## src/rtl/sensor_conditioner_if.sv

```systemverilog
// Sensor-side bundle: raw bits in, conditioned vector and line status out.
interface sensor_conditioner_if;
    logic [3:0] sensor_raw;
    logic [3:0] sensor_clean;
    logic       change_strobe;
    logic [1:0] last_side;
    logic [1:0] line_state;
    logic       lost_line;

    modport master (
        output sensor_raw,
        input  sensor_clean,
        input  change_strobe,
        input  last_side,
        input  line_state,
        input  lost_line
    );

    modport slave (
        input  sensor_raw,
        output sensor_clean,
        output change_strobe,
        output last_side,
        output line_state,
        output lost_line
    );
endinterface

```

## src/rtl/sensor_conditioner.sv

```systemverilog
// Line-sensor front end: synchronise, debounce, remember the last side
// the line was seen on, and time out into LOST when the line disappears.
module sensor_conditioner #(
    parameter int DEBOUNCE_CYCLES = 100000,
    parameter int LOST_CYCLES     = 50000000
) (
    input logic clk,
    input logic rst,
    sensor_conditioner_if.slave bus
);
    localparam int DW = $clog2(DEBOUNCE_CYCLES + 1);
    localparam int LW = $clog2(LOST_CYCLES + 1);
    localparam logic [DW-1:0] DB_LAST = DW'(DEBOUNCE_CYCLES - 1);
    localparam logic [LW-1:0] LOST_LAST = LW'(LOST_CYCLES - 1);

    typedef enum logic [1:0] {
        TRACK  = 2'b00,
        SEARCH = 2'b01,
        LOST   = 2'b10
    } state_t;

    typedef enum logic [1:0] {
        NONE   = 2'b00,
        LEFT   = 2'b01,
        RIGHT  = 2'b10,
        CENTER = 2'b11
    } side_t;

    logic [3:0]    sync1;
    logic [3:0]    sync2;
    logic [3:0]    clean;
    logic [3:0]    clean_next;
    logic [DW-1:0] cnt [4];
    logic [DW-1:0] cnt_next [4];
    logic          strobe;
    side_t         side;
    side_t         side_next;
    state_t        state;
    state_t        state_next;
    logic [LW-1:0] lost_cnt;
    logic [LW-1:0] lost_cnt_next;
    logic          lost_q;

    // A bit only flips after DEBOUNCE_CYCLES consecutive mismatches.
    always_comb begin
        clean_next = clean;
        for (int i = 0; i < 4; i++) begin
            cnt_next[i] = '0;
            if (sync2[i] != clean[i]) begin
                if (cnt[i] == DB_LAST) begin
                    clean_next[i] = sync2[i];
                end else begin
                    cnt_next[i] = cnt[i] + 1'b1;
                end
            end
        end
    end

    always_comb begin
        side_next = side;
        unique case (1'b1)
            clean == 4'b0000:
                side_next = side;
            clean[3:2] != 2'b00 && clean[1:0] == 2'b00:
                side_next = LEFT;
            clean[1:0] != 2'b00 && clean[3:2] == 2'b00:
                side_next = RIGHT;
            clean[1:0] != 2'b00 && clean[3:2] != 2'b00:
                side_next = CENTER;
            default:
                side_next = side;
        endcase
    end

    always_ff @(posedge clk) begin
        if (rst) begin
            sync1  <= '0;
            sync2  <= '0;
            cnt    <= '{default: '0};
            clean  <= '0;
            strobe <= 1'b0;
            side   <= NONE;
        end else begin
            sync1  <= bus.sensor_raw;
            sync2  <= sync1;
            cnt    <= cnt_next;
            clean  <= clean_next;
            strobe <= (clean_next != clean);
            side   <= side_next;
        end
    end

    always_ff @(posedge clk) begin
        if (rst) begin
            state    <= SEARCH;
            lost_cnt <= '0;
            lost_q   <= 1'b0;
        end else begin
            state    <= state_next;
            lost_cnt <= lost_cnt_next;
            lost_q   <= (state_next == LOST);
        end
    end

    // A visible line always wins, even on the timeout edge.
    always_comb begin
        state_next    = state;
        lost_cnt_next = lost_cnt;
        if (clean != 4'b0000) begin
            state_next    = TRACK;
            lost_cnt_next = '0;
        end else begin
            unique case (state)
                TRACK: begin
                    state_next    = SEARCH;
                    lost_cnt_next = '0;
                end
                SEARCH: begin
                    if (lost_cnt == LOST_LAST) begin
                        state_next = LOST;
                    end else begin
                        lost_cnt_next = lost_cnt + 1'b1;
                    end
                end
                LOST: state_next = LOST;
                default: begin
                    state_next    = SEARCH;
                    lost_cnt_next = '0;
                end
            endcase
        end
    end

    always_comb begin
        bus.sensor_clean  = clean;
        bus.change_strobe = strobe;
        bus.last_side     = side;
        bus.line_state    = state;
        bus.lost_line     = lost_q;
    end
endmodule

```

## src/flat_wrapper.sv

```systemverilog
// flat-port wrapper written by rule: the top's interface ports become plain ports
module sensor_conditioner_flat 
#(
    parameter int DEBOUNCE_CYCLES = 100000,
    parameter int LOST_CYCLES     = 50000000
)
  (clk, rst, bus_sensor_raw, bus_sensor_clean, bus_change_strobe, bus_last_side, bus_line_state, bus_lost_line);
  sensor_conditioner_if bus_i ();
  input logic clk;
  input logic rst;
  input wire logic [$bits(bus_i.sensor_raw)-1:0] bus_sensor_raw;
  output wire logic [$bits(bus_i.sensor_clean)-1:0] bus_sensor_clean;
  output wire logic [$bits(bus_i.change_strobe)-1:0] bus_change_strobe;
  output wire logic [$bits(bus_i.last_side)-1:0] bus_last_side;
  output wire logic [$bits(bus_i.line_state)-1:0] bus_line_state;
  output wire logic [$bits(bus_i.lost_line)-1:0] bus_lost_line;
  assign bus_i.sensor_raw = bus_sensor_raw;
  assign bus_sensor_clean = bus_i.sensor_clean;
  assign bus_change_strobe = bus_i.change_strobe;
  assign bus_last_side = bus_i.last_side;
  assign bus_line_state = bus_i.line_state;
  assign bus_lost_line = bus_i.lost_line;
  sensor_conditioner #(.DEBOUNCE_CYCLES(DEBOUNCE_CYCLES), .LOST_CYCLES(LOST_CYCLES)) u_core (.clk(clk), .rst(rst), .bus(bus_i));
endmodule
```

## config.mk

```make
export PLATFORM = sky130hd
export DESIGN_NAME = sensor_conditioner_flat
export DESIGN_NICKNAME = d
export VERILOG_FILES = /design/src/rtl/sensor_conditioner_if.sv /design/src/rtl/sensor_conditioner.sv /design/src/flat_wrapper.sv
export SDC_FILE = /design/constraint.sdc
export NUM_CORES = 1
export LEC_CHECK = 0
export BUFFER_PORTS_ARGS = -buffer_cell sky130_fd_sc_hd__buf_2
export CAP_MARGIN = 0
export CORE_ASPECT_RATIO = 2
export CORE_MARGIN = 5
export CORE_UTILIZATION = 35
export CTS_BUF_LIST = sky130_fd_sc_hd__clkbuf_4
export DETAILED_ROUTE_END_ITERATION = 7
export PLACE_DENSITY = 0.57
export SLEW_MARGIN = 30
export SYNTH_ARGS = -nofsm -noshare
export SYNTH_HDL_FRONTEND = slang
export SYNTH_SLANG_ARGS = --single-unit
```

## constraint.sdc

```tcl
create_clock -name clk -period 2.7 [get_ports clk]
set_input_delay 0.135 -clock clk [delete_from_list [all_inputs] [get_ports clk]]
set_output_delay 0.135 -clock clk [all_outputs]
set_load 0.05 [all_outputs]
```

* Yosys cells after proc, flatten, opt, wreduce, memory -nomap -nowiden
Index checks and enable logic that the tools add are counted.
** Storage, ports and cells
- Register bits after elaboration :: 112
- Input bits :: 6
- Output and inout bits :: 10
** Cells by class
- Add/subtract/negate cells :: 5
- Equality and inequality tests :: 14
- Muxes and demuxes :: 14
- Bitwise logic cells :: 5
- Reductions and logical operators :: 15
** Operator list (number)
- adder 17 x 1 -> 17 bit, second input constant :: 4
- == test 17 bit, second input constant :: 4
- one-hot mux 26 bit (2 select lines) :: 1
- adder 26 x 1 -> 26 bit, second input constant :: 1
- == test 26 bit, second input constant :: 1
- 2-to-1 mux 26 bit :: 1
- OR reduction 3 bit :: 4
- 2-to-1 mux 1 bit :: 8
- one-hot mux 2 bit (3 select lines) :: 1
- NOT 1 bit :: 5
- == test 2 bit, second input constant :: 2
- zero test 2 bit :: 2
- 2-to-1 mux 2 bit :: 2
- inequality test 1 bit :: 4
- inequality test 4 bit :: 1
- one-hot mux 2 bit (2 select lines) :: 1
- nonzero test 2 bit :: 2
- nonzero test 4 bit :: 1
- logical AND 1 bit :: 3
- nonzero test 3 bit :: 1
- == test 2 x 1 -> 1 bit, second input constant :: 1
- inequality test 2 bit, second input constant :: 1
- AND reduction 2 bit :: 1
- OR reduction 2 bit :: 1

* Depth between registers and ports, before layout
- Word-level depth :: 5
- Gate-level depth with buffers :: 7
- Depth with buffers taken out :: 6

* Worst setup path before layout
Ideal clock, no wire load.
- Path kind :: reg2reg
- Start :: register u_core.state[0], in the netlist u_core.bus.line_state[0]
- End :: register u_core.lost_cnt[17]
- Setup time :: 128 ps
- Arrival :: 2045 ps
- Required time :: 2572 ps
- Path slack :: 528 ps
- Cell stages (with the launch flop) :: 8
- Buffers on the path :: 1
- Clock period less this slack :: 2172 ps
- Cells stage by stage :: dfxtp_1 inv_1 ha_1 nand4b_1 clkbuf_1 nor4_1 xnor2_1 nor2_1
** On the way
- Cells in the longest elaborated chain, start to end :: 3
- Elaborated cells between the ends (all ways) :: 6
- Those cells by class :: eq/ne: 3; mux: 1; bitwise: 1; reduce/logical: 1
** RTL lines
- start: declaration :: line sensor_conditioner.sv:38 : state_t state;
- start signal: assignment :: line sensor_conditioner.sv:99 : state <= state_next;
- == test 2 x 1 -> 1 bit / == test 2 bit (equally long branches) :: line sensor_conditioner.sv:113 : unique case (state)
- inequality test 2 bit (no source line) / NOT 1 bit (equally long branches)
- AND reduction 2 bit (no source line)
- end signal: assignment :: line sensor_conditioner.sv:100 : lost_cnt <= lost_cnt_next;
- end: declaration :: line sensor_conditioner.sv:40 : logic [LW-1:0] lost_cnt;
Parallel ways exist; a longest one is shown, timed or not.
A chain may end at the register's enable or synchronous reset.

* Final worst setup path
- Start :: register u_core.cnt[6] (netlist name)
- End :: register u_core.cnt[3] (netlist name)
** On the way
- Cells in the longest elaborated chain, start to end :: 2
** RTL lines
- start: declaration :: line sensor_conditioner.sv:33 : logic [DW-1:0] cnt [4];
- start signal: assignment :: line sensor_conditioner.sv:86 : cnt <= cnt_next;
- == test 17 bit :: line sensor_conditioner.sv:50 : if (cnt[i] == DB_LAST) begin
- OR reduction 3 bit (no source line)
Every way passes these cells.

==> impl_metrics.env <==
export IMPL_avgSynthCellArea_um2=8.874
export IMPL_comb_power_share=0.037
export IMPL_fill_cells=1441
export IMPL_rows=61
export IMPL_antenna_found_initial=1
export IMPL_grt_pass1_wl_um=16330
export IMPL_root_buffer="clkbuf_4"
export IMPL_syn_nets=574
export IMPL_r2r_slack_ns=0.55
export IMPL_clk_pin_slew_ns=0.18
export IMPL_layout_drive_gt1_share=0.09983
export IMPL_cp_end_kind="flip-flop"
export IMPL_worstPathRequired_ns=3.03
export IMPL_synth_edf_count=0
export IMPL_critPathTopFamily="simple AND/OR/NAND/NOR gates"
export IMPL_gp_congestion=0.8091
export IMPL_synth_seq_cells=112
export IMPL_pwr_share_clk=0.298
export IMPL_cp_slowest_cell="or4b_1"
export IMPL_h_tree_depth=3
export IMPL_period_needed_ns=2.146
export IMPL_place_hpwl_um=6882
export IMPL_cts_setup_buffers=0
export IMPL_via_per_inst=4.920
export IMPL_leakage_nw=1.658
export IMPL_sequentialPowerShare=0.666
export IMPL_finalSetupTns_ns=0
export IMPL_hold_path_class="input pin to flip-flop"
export IMPL_internal_power_w=0.001911
export IMPL_design_die_area_um2=16850
export IMPL_die_w_um=94.34
export IMPL_synth_area_um2=4979
export IMPL_slowest_delay_ns=0.55
export IMPL_hold_viol_final=0
export IMPL_status="completed"
export IMPL_grt_total_usage=0.1196
export IMPL_syn_inst=561
export IMPL_path_cells="or4b_1, nor3b_1, and3_1, nand2b_1, nor2_1"
export IMPL_die_y_um=178.7
export IMPL_crit_arrival_ns=2.48
export IMPL_max_freq_ghz=0.4661
export IMPL_post_place_ws_ns=0.5429
export IMPL_synthArstFlopShare=0
export IMPL_overflow=0
export IMPL_grt_pass1_vias=3694
export IMPL_drt_iter0_drc=92
export IMPL_drt_first_pass_iters=4
export IMPL_critical_path_class="flip-flop to flip-flop"
export IMPL_cp_max_fo=17
export IMPL_r2r_cells=5
export IMPL_timing_rr_end="u_core.cnt[3]"
export IMPL_drv_slew=0
export IMPL_swShare=0.2456
export IMPL_slew_headroom=0.5710
export IMPL_fin_skew_ns=0.02412
export IMPL_rsz0062_at_grt="false"
export IMPL_r2r_start="u_core.cnt[6]"
export IMPL_clkLatencyLatePin_ns=0.45
export IMPL_ios=16
export IMPL_maxCapViolations=0
export IMPL_irDropWorstVdd_mv=0.1960
export IMPL_routed_wl_um=9360
export IMPL_cts_tree="built"
export IMPL_dr_total_vias=3793
export IMPL_dp_cells=750
export IMPL_synth_distinct_cells=48
export IMPL_start_util=0.3564
export IMPL_p_per_area_nw_per_um2=470.3
export IMPL_worstMarginPinSlew_ns=0.6435
export IMPL_post_route_period_util=0.7947
export IMPL_endpoint="u_core.cnt[3]"
export IMPL_grt_max_degree=21
export IMPL_clock_path_buffers=2
export IMPL_setup_ws_ns=0.5544
export IMPL_cts_inserted_buffers=9
export IMPL_port_buffer_count=15
export IMPL_synth_main_ff_cell="dfxtp_1"
export IMPL_nets=590
export IMPL_area_growth_pct=8.193
export IMPL_route_detailed_drc=0
export IMPL_path_buf_inv=0
export IMPL_final_cells=771
export IMPL_crit_start="u_core.cnt[6]"
export IMPL_clock_sinks=112
export IMPL_antenna_left=0
export IMPL_finalSetupViolations=0
export IMPL_switchingPower_w=0.0006223
export IMPL_wl_per_cell_um=12.14
export IMPL_core_area_um2=13970
export IMPL_yosysSeqAreaShare=0.4504
export IMPL_cp_start_kind="flip-flop"
export IMPL_cp_depth=5
export IMPL_yosys_warnings=0
[flip-flops by register name, indices dropped and copies added, names as in the netlist]
name	flops
u_core.sync1	4
u_core.bus.change_strobe	1
u_core.cnt	68
u_core.bus.lost_line	1
u_core.bus.last_side	2
u_core.lost_cnt	26
u_core.sync2	4
u_core.bus.sensor_clean	4
u_core.bus.line_state	2
[worst reg2reg max path, stage by stage (launching register included)]
cell      delay [ns]
dfxtp_1         0.40
or4b_1          0.55
nor3b_1         0.19
and3_1          0.23
nand2b_1        0.54
nor2_1          0.12
[metal layers]
| metal | track usage | wire length [um] |
|---|---|---|
| met5 | 0 | 0 |
| met4 | 0.05666 | 200 |
| met3 | 0.02394 | 286 |
| met2 | 0.2192 | 4980 |
| met1 | 0.1285 | 3892 |
[synthesized netlist by cell type, types with 4 or more instances]
library cell | count | area, um2
nand2_1 | 34 | 127.6
ha_1 | 7 | 87.58
xor2_1 | 23 | 201.4
mux2i_1 | 4 | 40.04
xnor2_1 | 56 | 490.5
or4_1 | 4 | 30.03
dfxtp_1 | 112 | 2242
nand4b_1 | 5 | 43.79
nor4_1 | 16 | 100.1
nor2b_1 | 8 | 50.05
nand4_1 | 20 | 125.1
and3_1 | 8 | 50.05
clkbuf_1 | 6 | 22.52
a21oi_2 | 7 | 61.31
o21ai_2 | 5 | 43.79
or3_1 | 7 | 43.79
and4_1 | 9 | 78.83
a21oi_1 | 5 | 25.02
inv_1 | 17 | 63.81
buf_2 | 6 | 30.03
nor3_1 | 16 | 80.08
nand3_1 | 28 | 140.1
nand2b_1 | 4 | 25.02
nor2_1 | 116 | 435.4
[power groups by stage]
stage,sequential [W],combinational [W],clock (W)
5_1_grt,0.00169,0.000104,0.000869
4_1_cts,0.00169,0.0000949,0.000805
6_report,0.00169,0.0000929,0.000754
3_5_place_dp,0.00172,0.0000891,0
2_1_floorplan,0.00172,0.0000626,0
3_3_place_gp,0.00172,0.0000873,0
[kinds of logic after synthesis]
| group | share of synthesized area |
|---|---|
| AND/OR/NAND/NOR | 0.3064 |
| flip-flops | 0.4504 |
| XOR/XNOR | 0.1390 |
| buffers and inverters | 0.03317 |
| AO/OA/AOI/OAI | 0.04549 |
| adder cells (fa/ha/maj) | 0.01759 |
| multiplexers | 0.008043 |
[metrics by stage]
step	total power, W	area [um2]	hold WS [ns]	util
floorplan	0.001785	4979	0.2632	-
global placement	0.001808	5219	0.3475	0.3736
detailed placement	0.001810	5219	0.3467	0.3736
CTS	0.002586	5384	0.3709	0.3855
global route	0.002663	5386	0.3816	0.3856
finish	0.002533	5386	0.4145	0.3856
[final cells by class]
cell class              instances  area [um2]  share of cell area
well taps                     189       236.5             0.04390
flip-flops and latches        112        2242              0.4163
diodes                          1       2.502           0.0004646
inverters                      17       63.81             0.01185
multi-input cells             413        2571              0.4774
clock buffers                  10       75.07             0.01394
repair buffers                 24       155.1             0.02880
clock inverters                 5       40.04            0.007433
[worst min-delay path by stage]
stage / startpoint / endpoint / slack [ns] / depth (start not counted)
floorplan: bus_sensor_raw[0] / u_core.sync1[0] / 0.26 / 1
global placement: bus_sensor_raw[2] / u_core.sync1[2] / 0.35 / 2
detailed placement: bus_sensor_raw[0] / u_core.sync1[0] / 0.35 / 2
CTS: bus_sensor_raw[0] / u_core.sync1[0] / 0.37 / 3
global route: bus_sensor_raw[0] / u_core.sync1[0] / 0.38 / 3
finish: bus_sensor_raw[0] / u_core.sync1[0] / 0.41 / 3
[timing repair]
action	in CTS	in global routing
gates resized for setup	0	0
hold endpoints to repair	6	0
setup endpoints to repair	0	0
hold buffers	5	0
[placed cells by master, fill, tap and decap left out, types with 3 or more instances in the layout]
master / n
nand4b_1: 5
dlygate4sd3_1: 5
clkbuf_4: 10
and4_1: 9
mux2i_1: 4
xnor2_1: 56
inv_1: 17
nand3_1: 28
nor2b_1: 8
ha_1: 7
a21oi_1: 5
xor2_1: 23
nor2_1: 116
or4_1: 4
buf_2: 15
buf_4: 4
or3_1: 7
o21ai_2: 5
a21oi_2: 7
and3_1: 8
nand4_1: 20
inv_6: 3
nor3_1: 16
dfxtp_1: 112
nand2b_1: 4
nand2_1: 34
nor4_1: 16
No activity file was read; power rests on OpenSTA's default activity.
